[src/rtl/al_seq_multiplier.sv]
// Sequential shift-add N x N -> 2N multiplier retiring K multiplier bits per cycle, signed/unsigned per transaction.
// Optional AL_MULT_ROUND_EN adds a rounded, saturated N-bit fixed-point output (result_rnd).
module al_seq_multiplier #(
    parameter int unsigned N    = 16,
    parameter int unsigned K    = 1,
    parameter int unsigned FRAC = N - 1
) (
    input  logic             mclk,
    input  logic             rst_n,
    input  logic             clr,
    input  logic             in_valid,
    output logic             in_ready,
    input  logic [N-1:0]     in_a,
    input  logic [N-1:0]     in_b,
    input  logic             in_signed,
    output logic             out_valid,
    input  logic             out_ready,
    output logic [2*N-1:0]   result,
`ifdef AL_MULT_ROUND_EN
    output logic [N-1:0]     result_rnd,
`endif
    output logic             busy,
    output logic             sync
);

    localparam int unsigned PW    = 2 * N;
    localparam int unsigned STEPS = (K == 0) ? 1 : N / K;
    localparam int unsigned CW    = $clog2(STEPS + 1);

    if (N < 2) begin : g_bad_n
        $error("al_seq_multiplier: N must be >= 2");
    end
    if ((K == 0) || ((N % K) != 0) || ((K & (K - 1)) != 0)) begin : g_bad_k
        $error("al_seq_multiplier: K must be a power of two dividing N");
    end
    if ((FRAC < 1) || (FRAC > 2 * N - 2)) begin : g_bad_frac
        $error("al_seq_multiplier: FRAC must lie in 1..2N-2");
    end

    typedef enum logic [1:0] {
        S_IDLE = 2'd0,
        S_RUN  = 2'd1,
        S_DONE = 2'd2
    } state_t;

    state_t          state_q, state_d;
    logic [N-1:0]    a_mag_q, a_mag_d;
    logic [N-1:0]    b_q, b_d;
    logic            neg_q, neg_d;
    logic [CW-1:0]   cnt_q, cnt_d;
    logic [PW-1:0]   accum_q, accum_d;
    logic [PW-1:0]   result_q, result_d;
    logic            out_valid_q, out_valid_d;
    logic            sync_q, sync_d;
    logic            busy_q, busy_d;
    logic [PW-1:0]   step_sum;
`ifdef AL_MULT_ROUND_EN
    logic            sgn_q, sgn_d;
    logic [N-1:0]    rnd_q, rnd_d;

    // Round half-up at bit FRAC-1, drop FRAC bits, clamp to the N-bit range of the mode.
    function automatic logic [N-1:0] round_sat(input logic [PW-1:0] p, input logic s);
        logic [PW:0] ext;
        logic [PW:0] sum;
        logic [PW:0] shf;
        ext = s ? {p[PW-1], p} : {1'b0, p};
        sum = ext + ((PW + 1)'(1) << (FRAC - 1));
        shf = s ? (PW + 1)'($signed(sum) >>> FRAC) : (sum >> FRAC);
        if (s) begin
            if ((&shf[PW:N-1]) || (~|shf[PW:N-1])) begin
                round_sat = shf[N-1:0];
            end else begin
                round_sat = shf[PW] ? {1'b1, {(N - 1){1'b0}}} : {1'b0, {(N - 1){1'b1}}};
            end
        end else begin
            round_sat = (|shf[PW:N]) ? {N{1'b1}} : shf[N-1:0];
        end
    endfunction
`endif

    // Next-state, datapath and output logic.
    always_comb begin
        state_d     = state_q;
        a_mag_d     = a_mag_q;
        b_d         = b_q;
        neg_d       = neg_q;
        cnt_d       = cnt_q;
        accum_d     = accum_q;
        result_d    = result_q;
        out_valid_d = out_valid_q;
        sync_d      = 1'b0;
`ifdef AL_MULT_ROUND_EN
        sgn_d       = sgn_q;
        rnd_d       = rnd_q;
`endif
        step_sum = accum_q + ((PW'(a_mag_q) * PW'(b_q[K-1:0])) << (K * 32'(cnt_q)));

        case (state_q)
            S_IDLE: begin
                if (in_valid) begin
                    a_mag_d = (in_signed & in_a[N-1]) ? (~in_a + N'(1)) : in_a;
                    b_d     = (in_signed & in_b[N-1]) ? (~in_b + N'(1)) : in_b;
                    neg_d   = in_signed & (in_a[N-1] ^ in_b[N-1]);
                    accum_d = '0;
                    cnt_d   = '0;
`ifdef AL_MULT_ROUND_EN
                    sgn_d   = in_signed;
`endif
                    state_d = S_RUN;
                end
            end
            S_RUN: begin
                accum_d = step_sum;
                b_d     = b_q >> K;
                cnt_d   = cnt_q + CW'(1);
                if (cnt_q == CW'(STEPS - 1)) begin
                    result_d    = neg_q ? (~step_sum + PW'(1)) : step_sum;
                    out_valid_d = 1'b1;
                    sync_d      = 1'b1;
                    cnt_d       = '0;
`ifdef AL_MULT_ROUND_EN
                    rnd_d       = round_sat(result_d, sgn_q);
`endif
                    state_d     = S_DONE;
                end
            end
            S_DONE: begin
                if (out_ready) begin
                    out_valid_d = 1'b0;
                    state_d     = S_IDLE;
                end
            end
            default: state_d = S_IDLE;
        endcase

        // Abort wins over everything, including a pending accept or output handshake.
        if (clr) begin
            state_d     = S_IDLE;
            out_valid_d = 1'b0;
            sync_d      = 1'b0;
            accum_d     = '0;
            cnt_d       = '0;
        end

        busy_d = (state_d != S_IDLE);
    end

    always_ff @(posedge mclk or negedge rst_n) begin
        if (!rst_n) begin
            state_q     <= S_IDLE;
            a_mag_q     <= '0;
            b_q         <= '0;
            neg_q       <= 1'b0;
            cnt_q       <= '0;
            accum_q     <= '0;
            result_q    <= '0;
            out_valid_q <= 1'b0;
            sync_q      <= 1'b0;
            busy_q      <= 1'b0;
`ifdef AL_MULT_ROUND_EN
            sgn_q       <= 1'b0;
            rnd_q       <= '0;
`endif
        end else begin
            state_q     <= state_d;
            a_mag_q     <= a_mag_d;
            b_q         <= b_d;
            neg_q       <= neg_d;
            cnt_q       <= cnt_d;
            accum_q     <= accum_d;
            result_q    <= result_d;
            out_valid_q <= out_valid_d;
            sync_q      <= sync_d;
            busy_q      <= busy_d;
`ifdef AL_MULT_ROUND_EN
            sgn_q       <= sgn_d;
            rnd_q       <= rnd_d;
`endif
        end
    end

    assign in_ready  = (state_q == S_IDLE);
    assign out_valid = out_valid_q;
    assign result    = result_q;
    assign busy      = busy_q;
    assign sync      = sync_q;
`ifdef AL_MULT_ROUND_EN
    assign result_rnd = rnd_q;
`endif

endmodule

[config.mk]
export PLATFORM = sky130hd
export DESIGN_NAME = al_seq_multiplier
export DESIGN_NICKNAME = d
export VERILOG_FILES = /design/src/rtl/al_seq_multiplier.sv
export SDC_FILE = /design/constraint.sdc
export NUM_CORES = 1
export LEC_CHECK = 0
export CAP_MARGIN = 20
export CORE_MARGIN = 5
export CORE_UTILIZATION = 54
export CTS_CLUSTER_DIAMETER = 50
export CTS_CLUSTER_SIZE = 10
export DETAILED_ROUTE_END_ITERATION = 8
export PLACE_DENSITY = 0.76
export SETUP_SLACK_MARGIN = 0.1
export SYNTH_ARGS = -nofsm -noshare
export SYNTH_HDL_FRONTEND = slang
export SYNTH_SLANG_ARGS = --single-unit
export TNS_END_PERCENT = 10
[constraint.sdc]
create_clock -name mclk -period 4.55 [get_ports mclk]
set_input_delay 0.91 -clock mclk [delete_from_list [all_inputs] [get_ports mclk]]
set_output_delay 0.91 -clock mclk [all_outputs]
set_load 0.01 [all_outputs]
* After elaboration in Yosys (flattened, before gate mapping)
Index checks and enable logic that the tools add are counted.
** Word-level totals
- Register bits :: 107
- Input port bits :: 38
- Output and inout port bits :: 36
- Logic and storage cells :: 65
** Operators by class
- Add/subtract/negate cells :: 5
- Multiply operators :: 1
- Eq/ne operators :: 7
- Shift-type cells :: 1
- Mux-type cells :: 24
- Bitwise operators :: 7
- Reductions and logical operators :: 10
** Operator list (count)
- $mux 32 :: 3
- $pmux 32 s2 :: 1
- $mux 16 :: 3
- $add 16x1->16 const B :: 2
- $add 32x1->32 const B :: 1
- $add 32x32->32 :: 1
- $not 16->16 :: 2
- $not 32->32 :: 1
- $pmux 16 s2 :: 1
- $shl 17x5->32 :: 1
- $mul 16x1->17 :: 1
- $mux 5 :: 3
- $pmux 5 s2 :: 1
- $ne 3x3->1 const B :: 3
- $mux 2 :: 4
- $reduce_and 2->1 :: 4
- $mux 1 :: 6
- $pmux 2 s3 :: 1
- $reduce_bool 3->1 :: 2
- $add 5x1->5 const B :: 1
- $eq 5x4->1 const B :: 1
- $reduce_bool 2->1 :: 2
- $and 1x1->1 :: 3
- $reduce_and 3->1 :: 1
- other kinds (6) :: 6

* Longest topological paths before layout
- Word-level depth :: 6
- Gate-level depth with buffers :: 22
- Mapped depth without buffers :: 19

* Worst setup path before layout
No wires, ideal clock.
- Path kind :: reg2reg
- Start point :: register cnt_q[0]
- End point :: register result_q[31] (netlist: result[31])
- Library setup time :: 0.129 ns
- Arrival :: 4.779 ns
- Required time :: 4.421 ns
- Path slack :: -0.358 ns
- Cell stages (with the launch flop) :: 22
- Buffers on the path :: 4
- Period minus slack after synthesis :: 4.908 ns
- Cells stage by stage :: dfrtp_1 > clkbuf_1 > clkbuf_1 > clkbuf_1 > nand2_1 > o211ai_1 > nor2_1 > a31oi_1 > mux2i_1 > and2_1 > ha_1 > buf_6 > a21oi_1 > o21ai_1 > or2_2 > o41ai_2 > xnor2_1 > a2111oi_4 > nand4_1 > o41ai_1 > xor2_1 > o21ai_1
** Between the ends
- Word-level cells in the longest chain between the ends :: 5
- Elaborated cells between the ends (all ways) :: 7
** RTL lines
- start, declared :: RTL line 50 : logic [CW-1:0] cnt_q, cnt_d;
- start signal, assigned :: RTL line 169 : cnt_q <= cnt_d;
- $shl 17x5->32 :: RTL line 96 : step_sum = accum_q + ((PW'(a_mag_q) * PW'(b_q[K-1:0])) << (K * 32'(cnt_q)));
- $add 32x32->32 :: RTL line 96
- $not 32->32 :: RTL line 117 : result_d = neg_q ? (~step_sum + PW'(1)) : step_sum;
- $add 32x1->32 :: RTL line 117
- $mux 32 :: RTL line 117
- end signal, assigned :: RTL line 171 : result_q <= result_d;
- end, declared :: RTL line 52 : logic [PW-1:0] result_q, result_d;
Parallel ways exist; a longest one is shown, timed or not.
A chain may end at the register's enable or synchronous reset.

* Worst setup path in the final report
Ends and elaborated chain as after synthesis.

==> metrics.md <==
| Metric | Value |
|---|---|
| Critical setup path kind | flop to flop |
| Routed wire length per instance | between 15 and 20 µm |
| Most used standard cell by instance count after synthesis | sky130_fd_sc_hd__nand2_1 |
| Row count | between 40 and 50 |
| Worst-case clock buffer depth | 2 |
| Die footprint | 18500 µm² |
| Outcome | finished, violations left |
| Maximum number of pins on one net before global-route repair | 62 |
| Count of maximum capacitance violations | 0 |
| Width of the die | approximately 140 µm |
| Final weighted congestion in routability-driven placement | approximately 1 |
| Share of the clock period used by the worst path | 105% |
| Post-synthesis area per instance | ~8.2 µm² |
| Number of endpoints failing setup at the final stage | 4 |
| Register bit total from synthesis | 107 |
| CTS tree | yes |
| Detailed-route vias per instance | 5.98 |
| Std-Cell Core Area | around 16000 µm² |
| Wire length of the first global-routing pass | between 40000 and 50000 µm |
| Grt met2 use | 44.0% |
| Category of the worst setup path launch point | flop |
| Most used standard cells in the synthesized netlist | sky130_fd_sc_hd__nand2_1 (149), sky130_fd_sc_hd__dfrtp_1 (107), sky130_fd_sc_hd__o21ai_0 (107) |
| Required @ worst endpoint | about 4800 ps |
| Sum of internal, switching and leakage power | 3.27 mW |
| Area fraction of the dominant cell type after synthesis | a little under a third |
| Largest area contributor in the netlist | sky130_fd_sc_hd__dfrtp_1 |
| Prevailing post-synth register cell | sky130_fd_sc_hd__dfrtp_1 |
| Mapped Cells | between 1000 and 1500 |
| Clock-pin slew on the worst setup and hold paths | about 80 ps |
| First drt pass iteration count | 5 |
| Effective utilization at floorplan | between 50% and 60% |
| Setup repair after global routing missed its margin | yes |
| Cell types with the largest area share after synthesis | sky130_fd_sc_hd__dfrtp_1 (31%), sky130_fd_sc_hd__nand2_1 (6.5%), sky130_fd_sc_hd__o21ai_0 (6.2%) |
| Die extent in y | between 100 and 150 µm |
| Max Clock Freq | ~210 MHz |
| Count of antenna-violating nets left after detailed routing | 0 |
| Root Buffer Master | sky130_fd_sc_hd__clkbuf_16 |
| Failing checks | negative setup slack |
| Reported leakage power | slightly below 5 nW |
| Overall routed net length | 24800 µm |
| Grt ovf | 0 |
| Count of flip-flops with a built-in enable after synthesis | 0 |
| Met1 capacity usage during global routing | around 36% |
| Synthesized netlist net count | around 1100 |
| Synth Warn # | 0 |
| Worst-path fanout max | 12 |
| Worst slew pin tran | between 1000 and 1500 ps |
| Final Hold Slack | ~480 ps |
| Final slew viol count | 0 |
| Fraction of the yosys area taken by sequential cells | a little under a third |
| Count of buffers from port buffering | between 70 and 80 |
| Worst relative slew slack | between 20 and 25% |
| Crit path setup slack, layout | -207 ps |
| Met3 layer usage reported by global route | 4.18% |
| Pwr/cell area | roughly 290 nW/µm² |
| Final Hold Violating Endpoints | 0 |
| Endpoint arrival time on the critical path | approximately 5000 ps |
| Number of clock sinks | approximately 110 |
| Number of global-route vias before repair | between 8000 and 9000 |
| Highest ir drop seen on vdd | ~0.21 mV |
| Number of design rule violations left after detail routing | 0 |
| Antenna violations before repair | 0 |
| Total global-route track usage | roughly 28% |
| Highest-utilization routing layer at the global route stage | met2 |
| Clock latency at the later pin of the worst-skew pair | 380 ps |
| Final net count | 1307 |
| Final period demand of the worst path | around 4800 ps |
| H-tree depth reported by CTS | 3 |
| Slack of the worst reg-to-reg path | -210 ps |
| Syn-to-layout area delta | 30.3% |
| Min-Delay Path Class | flop to flop |
| Worst Clk Skew | roughly 16 ps |
| Detailed router's first-iteration violation count | around 700 |
| Number of buffers added by the clock tree synthesis step | 9 |
| Count of fill cells added during filler insertion | between 1000 and 1500 |
| Overall via count from detail_route | between 8000 and 9000 |
| Type of element capturing the critical path | flop |
| Async set-or-reset flop fraction in the synthesized netlist | between 90% and 100% |
| Distinct cell type count of the synthesized netlist | 83 |
| Share of cells above drive strength 1 | between 20% and 30% |
| Dpl hpwl | roughly 19000 µm |
| Diode insertion count for antenna repair | 0 |
| Number of top-level design ports | 74 |
| Post-synthesis cell area | between 8000 and 9000 µm² |
==> final timing paths <==
path / startpoint / to / cells after the start
setup reg to reg: cnt_q[0] / result[31] / 17
max in group asynchronous: rst_n / cnt_q[0] / 2
setup / recovery: cnt_q[0] / result[31] / 17
hold / removal: result[17] / result[17] / 2
hold reg to reg: result[17] / result[17] / 2
min in group asynchronous: rst_n / result[6] / 1
==> logic make-up after synthesis <==
| kind of cell | after synthesis | synth area share [%] |
|---|---|---|
| AO/OA/AOI/OAI | 365 | 27.3 |
| XOR/XNOR | 71 | 7.25 |
| adder cells (fa/ha/maj) | 36 | 5.34 |
| buffers and inverters | 91 | 4.27 |
| flip-flops | 107 | 31.2 |
| multiplexers | 36 | 5.50 |
| AND/OR/NAND/NOR | 344 | 19.1 |
==> critical path, stage by stage (launching register included) <==
cell and delay, ps:
sky130_fd_sc_hd__dfrtp_2 450, sky130_fd_sc_hd__buf_6 180, sky130_fd_sc_hd__mux4_2 550, sky130_fd_sc_hd__a31oi_2 250, sky130_fd_sc_hd__o21ai_1 120, sky130_fd_sc_hd__and2_1 190, sky130_fd_sc_hd__ha_1 310, sky130_fd_sc_hd__or3_1 360
sky130_fd_sc_hd__o211ai_1 290, sky130_fd_sc_hd__nand2_1 120, sky130_fd_sc_hd__o311a_1 340, sky130_fd_sc_hd__nor4_2 270, sky130_fd_sc_hd__buf_4 180, sky130_fd_sc_hd__nand4_1 150, sky130_fd_sc_hd__buf_6 200, sky130_fd_sc_hd__o41ai_4 300
sky130_fd_sc_hd__xor2_1 240, sky130_fd_sc_hd__o21ai_1 110
==> placed cells by master, fill, tap and decap left out, types with 6 or more instances in the layout <==
cell type / n
sky130_fd_sc_hd__or3_1: 11
sky130_fd_sc_hd__a22o_1: 24
sky130_fd_sc_hd__dfrtp_1: 105
sky130_fd_sc_hd__o211ai_1: 12
sky130_fd_sc_hd__mux2_2: 8
sky130_fd_sc_hd__clkdlybuf4s50_1: 72
sky130_fd_sc_hd__clkbuf_16: 9
sky130_fd_sc_hd__a31oi_1: 14
sky130_fd_sc_hd__and2_1: 13
sky130_fd_sc_hd__buf_4: 159
sky130_fd_sc_hd__a211oi_1: 7
sky130_fd_sc_hd__a21o_1: 18
sky130_fd_sc_hd__a21oi_1: 61
sky130_fd_sc_hd__o21ai_1: 14
sky130_fd_sc_hd__nand2_1: 147
sky130_fd_sc_hd__mux4_2: 8
sky130_fd_sc_hd__nand4_1: 9
sky130_fd_sc_hd__nand2b_1: 12
sky130_fd_sc_hd__o31ai_1: 14
sky130_fd_sc_hd__xnor2_1: 27
sky130_fd_sc_hd__o21ai_0: 101
sky130_fd_sc_hd__o22ai_1: 40
sky130_fd_sc_hd__ha_1: 29
sky130_fd_sc_hd__nand3_1: 26
sky130_fd_sc_hd__nor3_1: 14
sky130_fd_sc_hd__xor2_1: 43
sky130_fd_sc_hd__a21oi_2: 8
sky130_fd_sc_hd__buf_6: 6
sky130_fd_sc_hd__inv_1: 20
sky130_fd_sc_hd__mux2i_1: 19
sky130_fd_sc_hd__nor2_1: 65
==> area by class of cell <==
cell class              count  area (µm²)  area share, %
multi-input cells         852        5810           52.0
clock inverters             6        70.1          0.627
flip-flops and latches    107        2680           24.0
repair buffers            239        2020           18.1
inverters                  24        90.1          0.806
well taps                 216         270           2.42
clock buffers              10         239           2.14
==> registers in the layout (all words and copies together), names as in the netlist <==
name and count:
state_q 2, out_valid 1, a_mag_q 16, b_q 16
cnt_q 5, neg_q 1, busy 1, result 32
accum_q 32, sync 1
==> layer usage <==
layer | vias up | part of all wire [%] | wire, µm
met4 | 0 | 4.1 | 1030
met2 | 295 | 47 | 11600
met5 | - | 0 | 0
met1 | 4092 | 43 | 10800
met3 | 70 | 5.6 | 1380
li1 | 4234 | - | -
==> power by group <==
| group | total (mW) | leakage, nW | switching (mW) | internal, mW |
|---|---|---|---|---|
| Combinational | 1.32 | 3.39 | 0.685 | 0.637 |
| Clock | 0.832 | 0.154 | 0.423 | 0.409 |
| Sequential | 1.11 | 1.41 | 0.0880 | 1.02 |
| Total | 3.27 | 4.95 | 1.20 | 2.07 |
==> through the flow <==
step                      cell area [µm²]  setup slack, ps  util (%)  std cells  TNS [ps]
final                               11200             -207      71.2       1454      -294
after global routing                11200             -419      71.2       1454     -2890
after CTS                           11100            -43.4      70.5       1452     -49.8
after detailed placement            10500             -201      66.8       1426     -1690
after global placement              10500             -104      66.8       1426      -522
after floorplan                      8610             79.7         -       1050         0
==> timing repair <==
action / in CTS / in global routing
endpoints found under the setup margin: 18 / 21
hold buffers: 0 / 0
pin swaps: 15 / 11
resized for setup: 36 / 24
setup buffers: 10 / 2
No activity file was read; power rests on OpenSTA's default activity.
